[src/rtl/sprite_dma_if.sv]
// System-bus view of the sprite DMA engine: CPU-side bus inputs plus the
// engine's halt line and bus-master outputs that feed the sysbus muxes.
interface sprite_dma_if #(
  parameter int ADDR_N = 16,
  parameter int DATA_N = 8
);

  logic [ADDR_N-1:0] bus_addr;
  logic              bus_we;
  logic [DATA_N-1:0] bus_data;

  logic              rdy;
  logic              dma_en;
  logic [ADDR_N-1:0] dma_addr;
  logic              dma_we;
  logic [DATA_N-1:0] dma_data;

  // The DMA engine side.
  modport master (
    input  bus_addr, bus_we, bus_data,
    output rdy, dma_en, dma_addr, dma_we, dma_data
  );

  // The sysbus / CPU side that resolves the muxes and serves reads.
  modport slave (
    output bus_addr, bus_we, bus_data,
    input  rdy, dma_en, dma_addr, dma_we, dma_data
  );

endinterface

[src/rtl/sprite_dma.sv]
// Sprite (OAM) DMA: a CPU write to DMA_REG halts the CPU and copies one
// 256-byte page to the PPU OAM data port, one read and one write per byte.
module sprite_dma #(
  parameter int                ADDR_N   = 16,
  parameter int                DATA_N   = 8,
  parameter logic [ADDR_N-1:0] DMA_REG  = 'h4014,
  parameter logic [ADDR_N-1:0] OAM_DATA = 'h2004
) (
  input logic          clk,
  input logic          n_reset,
  sprite_dma_if.master bus
);

  typedef enum logic [2:0] {
    IDLE,
    HALT,
    ALIGN,
    READ,
    WRITE
  } state_t;

  state_t     state;
  logic [7:0] page;
  logic [7:0] cnt;
  logic       odd;
  logic       trigger;

  assign trigger = bus.bus_we && (bus.bus_addr == DMA_REG);

  // Source address stays inside the page: only the low byte ever advances.
  function automatic logic [ADDR_N-1:0] src_addr(input logic [7:0] pg,
                                                 input logic [7:0] idx);
    return ADDR_N'({pg, idx});
  endfunction

  // NOTE: every flop here, outputs included, is assigned with <= so all
  // of them see the pre-edge values of state/cnt/odd in the same clock.
  always_ff @(posedge clk) begin
    if (!n_reset) begin
      state        <= IDLE;
      page         <= 8'h00;
      cnt          <= 8'h00;
      odd          <= 1'b0;
      bus.rdy      <= 1'b1;
      bus.dma_en   <= 1'b0;
      bus.dma_we   <= 1'b0;
      bus.dma_addr <= '0;
      bus.dma_data <= '0;
    end else begin
      odd <= ~odd;
      unique case (state)
        IDLE: begin
          if (trigger) begin
            page    <= bus.bus_data[7:0];
            cnt     <= 8'h00;
            state   <= HALT;
            bus.rdy <= 1'b0;
          end
        end

        // The first READ must land on an even cycle; an odd HALT goes
        // straight there, an even one spends a dead ALIGN cycle first.
        HALT: begin
          if (odd) begin
            state        <= READ;
            bus.dma_en   <= 1'b1;
            bus.dma_addr <= src_addr(page, cnt);
          end else begin
            state <= ALIGN;
          end
        end

        ALIGN: begin
          state        <= READ;
          bus.dma_en   <= 1'b1;
          bus.dma_addr <= src_addr(page, cnt);
        end

        // dma_data doubles as the byte buffer: it captures the slave's
        // combinational read data and is presented during WRITE.
        READ: begin
          state        <= WRITE;
          bus.dma_we   <= 1'b1;
          bus.dma_addr <= OAM_DATA;
          bus.dma_data <= bus.bus_data;
        end

        WRITE: begin
          bus.dma_we   <= 1'b0;
          bus.dma_data <= '0;
          if (cnt == 8'hff) begin
            state        <= IDLE;
            bus.rdy      <= 1'b1;
            bus.dma_en   <= 1'b0;
            bus.dma_addr <= '0;
          end else begin
            cnt          <= cnt + 8'd1;
            state        <= READ;
            bus.dma_addr <= src_addr(page, cnt + 8'd1);
          end
        end

        default: state <= IDLE;
      endcase
    end
  end

endmodule

[src/flat_wrapper.sv]
// flat-port wrapper written by rule: the top's interface ports become plain ports
module sprite_dma_flat 
#(
  parameter int                ADDR_N   = 16,
  parameter int                DATA_N   = 8,
  parameter logic [ADDR_N-1:0] DMA_REG  = 'h4014,
  parameter logic [ADDR_N-1:0] OAM_DATA = 'h2004
)
  (clk, n_reset, bus_bus_addr, bus_bus_we, bus_bus_data, bus_rdy, bus_dma_en, bus_dma_addr, bus_dma_we, bus_dma_data);
  sprite_dma_if #(.ADDR_N(ADDR_N), .DATA_N(DATA_N)) bus_i ();
  input logic clk;
  input logic n_reset;
  input wire logic [$bits(bus_i.bus_addr)-1:0] bus_bus_addr;
  input wire logic [$bits(bus_i.bus_we)-1:0] bus_bus_we;
  input wire logic [$bits(bus_i.bus_data)-1:0] bus_bus_data;
  output wire logic [$bits(bus_i.rdy)-1:0] bus_rdy;
  output wire logic [$bits(bus_i.dma_en)-1:0] bus_dma_en;
  output wire logic [$bits(bus_i.dma_addr)-1:0] bus_dma_addr;
  output wire logic [$bits(bus_i.dma_we)-1:0] bus_dma_we;
  output wire logic [$bits(bus_i.dma_data)-1:0] bus_dma_data;
  assign bus_i.bus_addr = bus_bus_addr;
  assign bus_i.bus_we = bus_bus_we;
  assign bus_i.bus_data = bus_bus_data;
  assign bus_rdy = bus_i.rdy;
  assign bus_dma_en = bus_i.dma_en;
  assign bus_dma_addr = bus_i.dma_addr;
  assign bus_dma_we = bus_i.dma_we;
  assign bus_dma_data = bus_i.dma_data;
  sprite_dma #(.ADDR_N(ADDR_N), .DATA_N(DATA_N), .DMA_REG(DMA_REG), .OAM_DATA(OAM_DATA)) u_core (.clk(clk), .n_reset(n_reset), .bus(bus_i));
endmodule
[config.mk]
export PLATFORM = sky130hd
export DESIGN_NAME = sprite_dma_flat
export DESIGN_NICKNAME = d
export VERILOG_FILES = /design/src/rtl/sprite_dma_if.sv /design/src/rtl/sprite_dma.sv /design/src/flat_wrapper.sv
export SDC_FILE = /design/constraint.sdc
export NUM_CORES = 1
export LEC_CHECK = 0
export BUFFER_PORTS_ARGS = -buffer_cell sky130_fd_sc_hd__buf_2
export CORE_AREA = 2 2 91 93
export DETAILED_ROUTE_END_ITERATION = 12
export DIE_AREA = 0 0 93 95
export GPL_TIMING_DRIVEN = 0
export SKIP_CTS_REPAIR_TIMING = 1
export SLEW_MARGIN = 20
export SYNTH_ARGS = -nofsm -noshare
export SYNTH_HDL_FRONTEND = slang
export SYNTH_SLANG_ARGS = --single-unit
[constraint.sdc]
create_clock -name clk -period 1.7 [get_ports clk]
set_input_delay 0.085 -clock clk [delete_from_list [all_inputs] [get_ports clk]]
set_output_delay 0.085 -clock clk [all_outputs]
set_load 0.005 [all_outputs]
==> flow_summary_export.csv <==
group,metric,value,unit
outcome,outcome,"complete, no violations",
logic_synthesis,yosysTopAreaCell,"dfxtp_1",
clock_tree,htreeDepth,2,
clock_tree,insertion_delay,300,ps
clock_tree,cts_sinks,47,
sta,hold_viol_final,0,
logic_synthesis,ys_warn_count,0,
placement,dpl_cell_area,2620,um2
placement,portBuffers,52,
critical_path,critPathCaptureType,"flop",
layout,drive_above_1_share,0.314,
clock_tree,cts_buffer_depth,2,
logic_synthesis,syn_area,2230,um2
layout,area_growth,29.9,%
sta,fmax,0.601,GHz
critical_path,path_buf_inv,2,
sta,rsz0062_at_grt,"yes",
routing,drt-total-wl,6390,um
layout,nets,349,
logic_synthesis,ys_ff_latch,47,
routing,antenna_left,0,
critical_path,crit_family,"simple AND/OR/NAND/NOR gates",
clock_tree,cts_buffers,5,
floorplanning,pin_count,54,
pwr,leakagePower,1.16,nW
routing,first_pass_iters,4,
critical_path,cp_slowest_cell,"or2_2",
job,drv_cap,0,
clock_tree,cts_tree,"done",
placement,dp_hpwl,4540,um
sta,setup_viol,0,
sta,fin_skew,9.40,ps
layout,fin_cells,427,
grt,grt_usage,0.146,
logic_synthesis,syn_area_per_cell,8.88,um2
routing,wl_per_cell,15.0,um
routing,drc_errors,0,
logic_synthesis,synth-edff-count,0,
critical_path,critPathMaxFanout,9,
sta,relSlewSlack,0.631,
grt,grt.overflow.total,0,
logic_synthesis,netlist_instances,251,
logic_synthesis,yosysUniqueCellTypes,55,
grt,grt_pass1_wl,10300,um
critical_path,cp.depth,6,
layout,insertedDiodeCount,0,
layout,final_core_util,0.365,
logic_synthesis,seq_area_frac_synth,0.422,
floorplanning,die_w,93,um
logic_synthesis,synthTopCellsByArea,"dfxtp_1 (42%), a21oi_1 (4.7%), mux2i_1 (4.5%)",
critical_path,crit_chain,"buf_6 -> or2_2 -> o22ai_2 -> nor2b_1 -> buf_2 -> a32o_1",
grt,grt_max_degree,16,
critical_path,slowest_delay,350,ps
routing,viasPerCell,5.15,
worst_hold_path,hold_class,"input pin to flop",
grt,grt_pass1_vias,2078,
floorplanning,placementRows,33,
clock_tree,path_clk_slew,90,ps
logic_synthesis,synth_most_common_cell,"dfxtp_1",
logic_synthesis,synthFlopType,"dfxtp_1",
floorplanning,start_util,0.281,
critical_path,cp.required,1950,ps
critical_path,cp-start-kind,"flop",
critical_path,reg2regPathDepth,6,
sta,period_share,0.978,
critical_path,crit_type,"flop to flop",
logic_synthesis,ys_async_sr_fraction,0,
sta,maxSlewViolCount,0,
logic_synthesis,ys_top_cells_by_count,"dfxtp_1 (47), nand2_1 (23), a21oi_1 (21), nand3_1 (18), o21ai_0 (18)",
layout,final_area,2900,um2
grt,antenna_found_initial,0,
placement,gp_congestion,0.900,
routing,first_iter_violations,200,
pwr,irDropWorstVdd,0.000339,V
sta,tightest_slew,554,ps
pwr,p_per_area,872,nW/um2
floorplanning,core_area,7930,um2
sta,period_needed,1660,ps
placement,dp_cells,408,
floorplanning,die_area,8840,um2
logic_synthesis,synth_top_area_frac,0.422,
critical_path,worstPathArrival,1910,ps
logic_synthesis,syn_nets,279,
worst_hold_path,hold_depth,3,
floorplanning,chipHeight,95,um
clock_tree,ctsRootBufferMaster,"clkbuf_8",
routing,via_count,2198,
stage by stage:
| stage | setup WS (ps) | setup TNS (ps) | hold WS, ps | power, mW |
|---|---|---|---|---|
| after floorplan | 125 | 0 | 227 | 1.41 |
| after global placement | -154 | -1250 | 354 | 1.55 |
| after detailed placement | -195 | -1480 | 353 | 1.56 |
| after CTS | -217 | -1920 | 23.5 | 2.53 |
| after global routing | -33.8 | -160 | 29.9 | 2.64 |
| final | 36.8 | 0 | 31.1 | 2.52 |
path summary, 6_finish.rpt:
check | from | end | slack (ps)
setup / recovery | u_core.state[1] | u_core.bus.dma_addr[12] | 40
hold / removal | bus_bus_data[4] | u_core.page[4] | 30
setup reg to reg | u_core.state[1] | u_core.bus.dma_addr[12] | 40
hold reg to reg | u_core.bus.rdy | u_core.bus.rdy | 460
layer usage:
layer | wire length, um | share of wire | GRT usage | vias up
li1 | - | - | - | 1084
met3 | 342 | 0.054 | 0.0223 | 13
met4 | 148 | 0.023 | 0.0576 | 0
met1 | 2740 | 0.43 | 0.188 | 1032
met5 | 0 | 0 | 0 | -
met2 | 3160 | 0.49 | 0.244 | 69
placed cells by master, fill, tap and decap left out, types with 2 or more instances in the layout:
| master | count |
|---|---|
| buf_2 | 54 |
| nor4b_1 | 3 |
| bufinv_16 | 2 |
| buf_4 | 13 |
| a32o_1 | 7 |
| nor2_1 | 13 |
| a21oi_1 | 20 |
| o221ai_1 | 9 |
| a31oi_1 | 3 |
| nand4_1 | 3 |
| buf_6 | 5 |
| clkbuf_4 | 3 |
| inv_1 | 3 |
| dfxtp_1 | 45 |
| nor4_1 | 2 |
| xnor2_1 | 2 |
| nand3_1 | 18 |
| clkbuf_8 | 5 |
| mux2i_1 | 10 |
| nor3_1 | 3 |
| or3_1 | 4 |
| and4_1 | 2 |
| a21oi_2 | 2 |
| clkbuf_1 | 8 |
| nand2_1 | 23 |
| o21ai_0 | 18 |
| and3_1 | 3 |
worst register-to-register path: cells and delay by family (launching register included):
family	cells	cell delay [ps]
AO/OA/AOI/OAI	2	450
flip-flops	1	310
AND/OR/NAND/NOR	2	530
buffers and inverters	2	330
logic make-up after synthesis:
logic type                 Yosys count  share of synthesized area
and+or+nand+nor                     88                      0.217
AOI/OAI and AO/OA                   76                      0.232
DFF                                 47                      0.422
buffers and inverters               27                     0.0702
muxes                               10                     0.0449
xor gates and xnor gates             2                    0.00786
adders and majority gates            1                    0.00561
area by class of cell:
cell class / instances / area (um2)
Fill cell: 853 / 5030
Multi-Input combinational cell: 177 / 1160
Sequential cell: 47 / 946
Timing Repair Buffer: 64 / 350
Buffer: 23 / 159
Tap cell: 105 / 131
Clock buffer: 5 / 68.8
Clock inverter: 3 / 67.6
Inverter: 3 / 11.3
registers in the layout, indices dropped and copies added, names as in the netlist:
name,count
u_core.bus.rdy,1
u_core.bus.dma_we,1
u_core.cnt,8
u_core.state,3
u_core.bus.dma_en,1
u_core.page,8
u_core.bus.dma_addr,16
u_core.bus.dma_data,8
u_core.odd,1
power by group:
group | leakage (nW) | internal (mW) | switching (mW)
registers | 0.381 | 1.15 | 0.0304
clock network | 0.0644 | 0.586 | 0.387
logic | 0.717 | 0.157 | 0.214
total | 1.16 | 1.89 | 0.632
No activity file was read; power rests on OpenSTA's default activity.
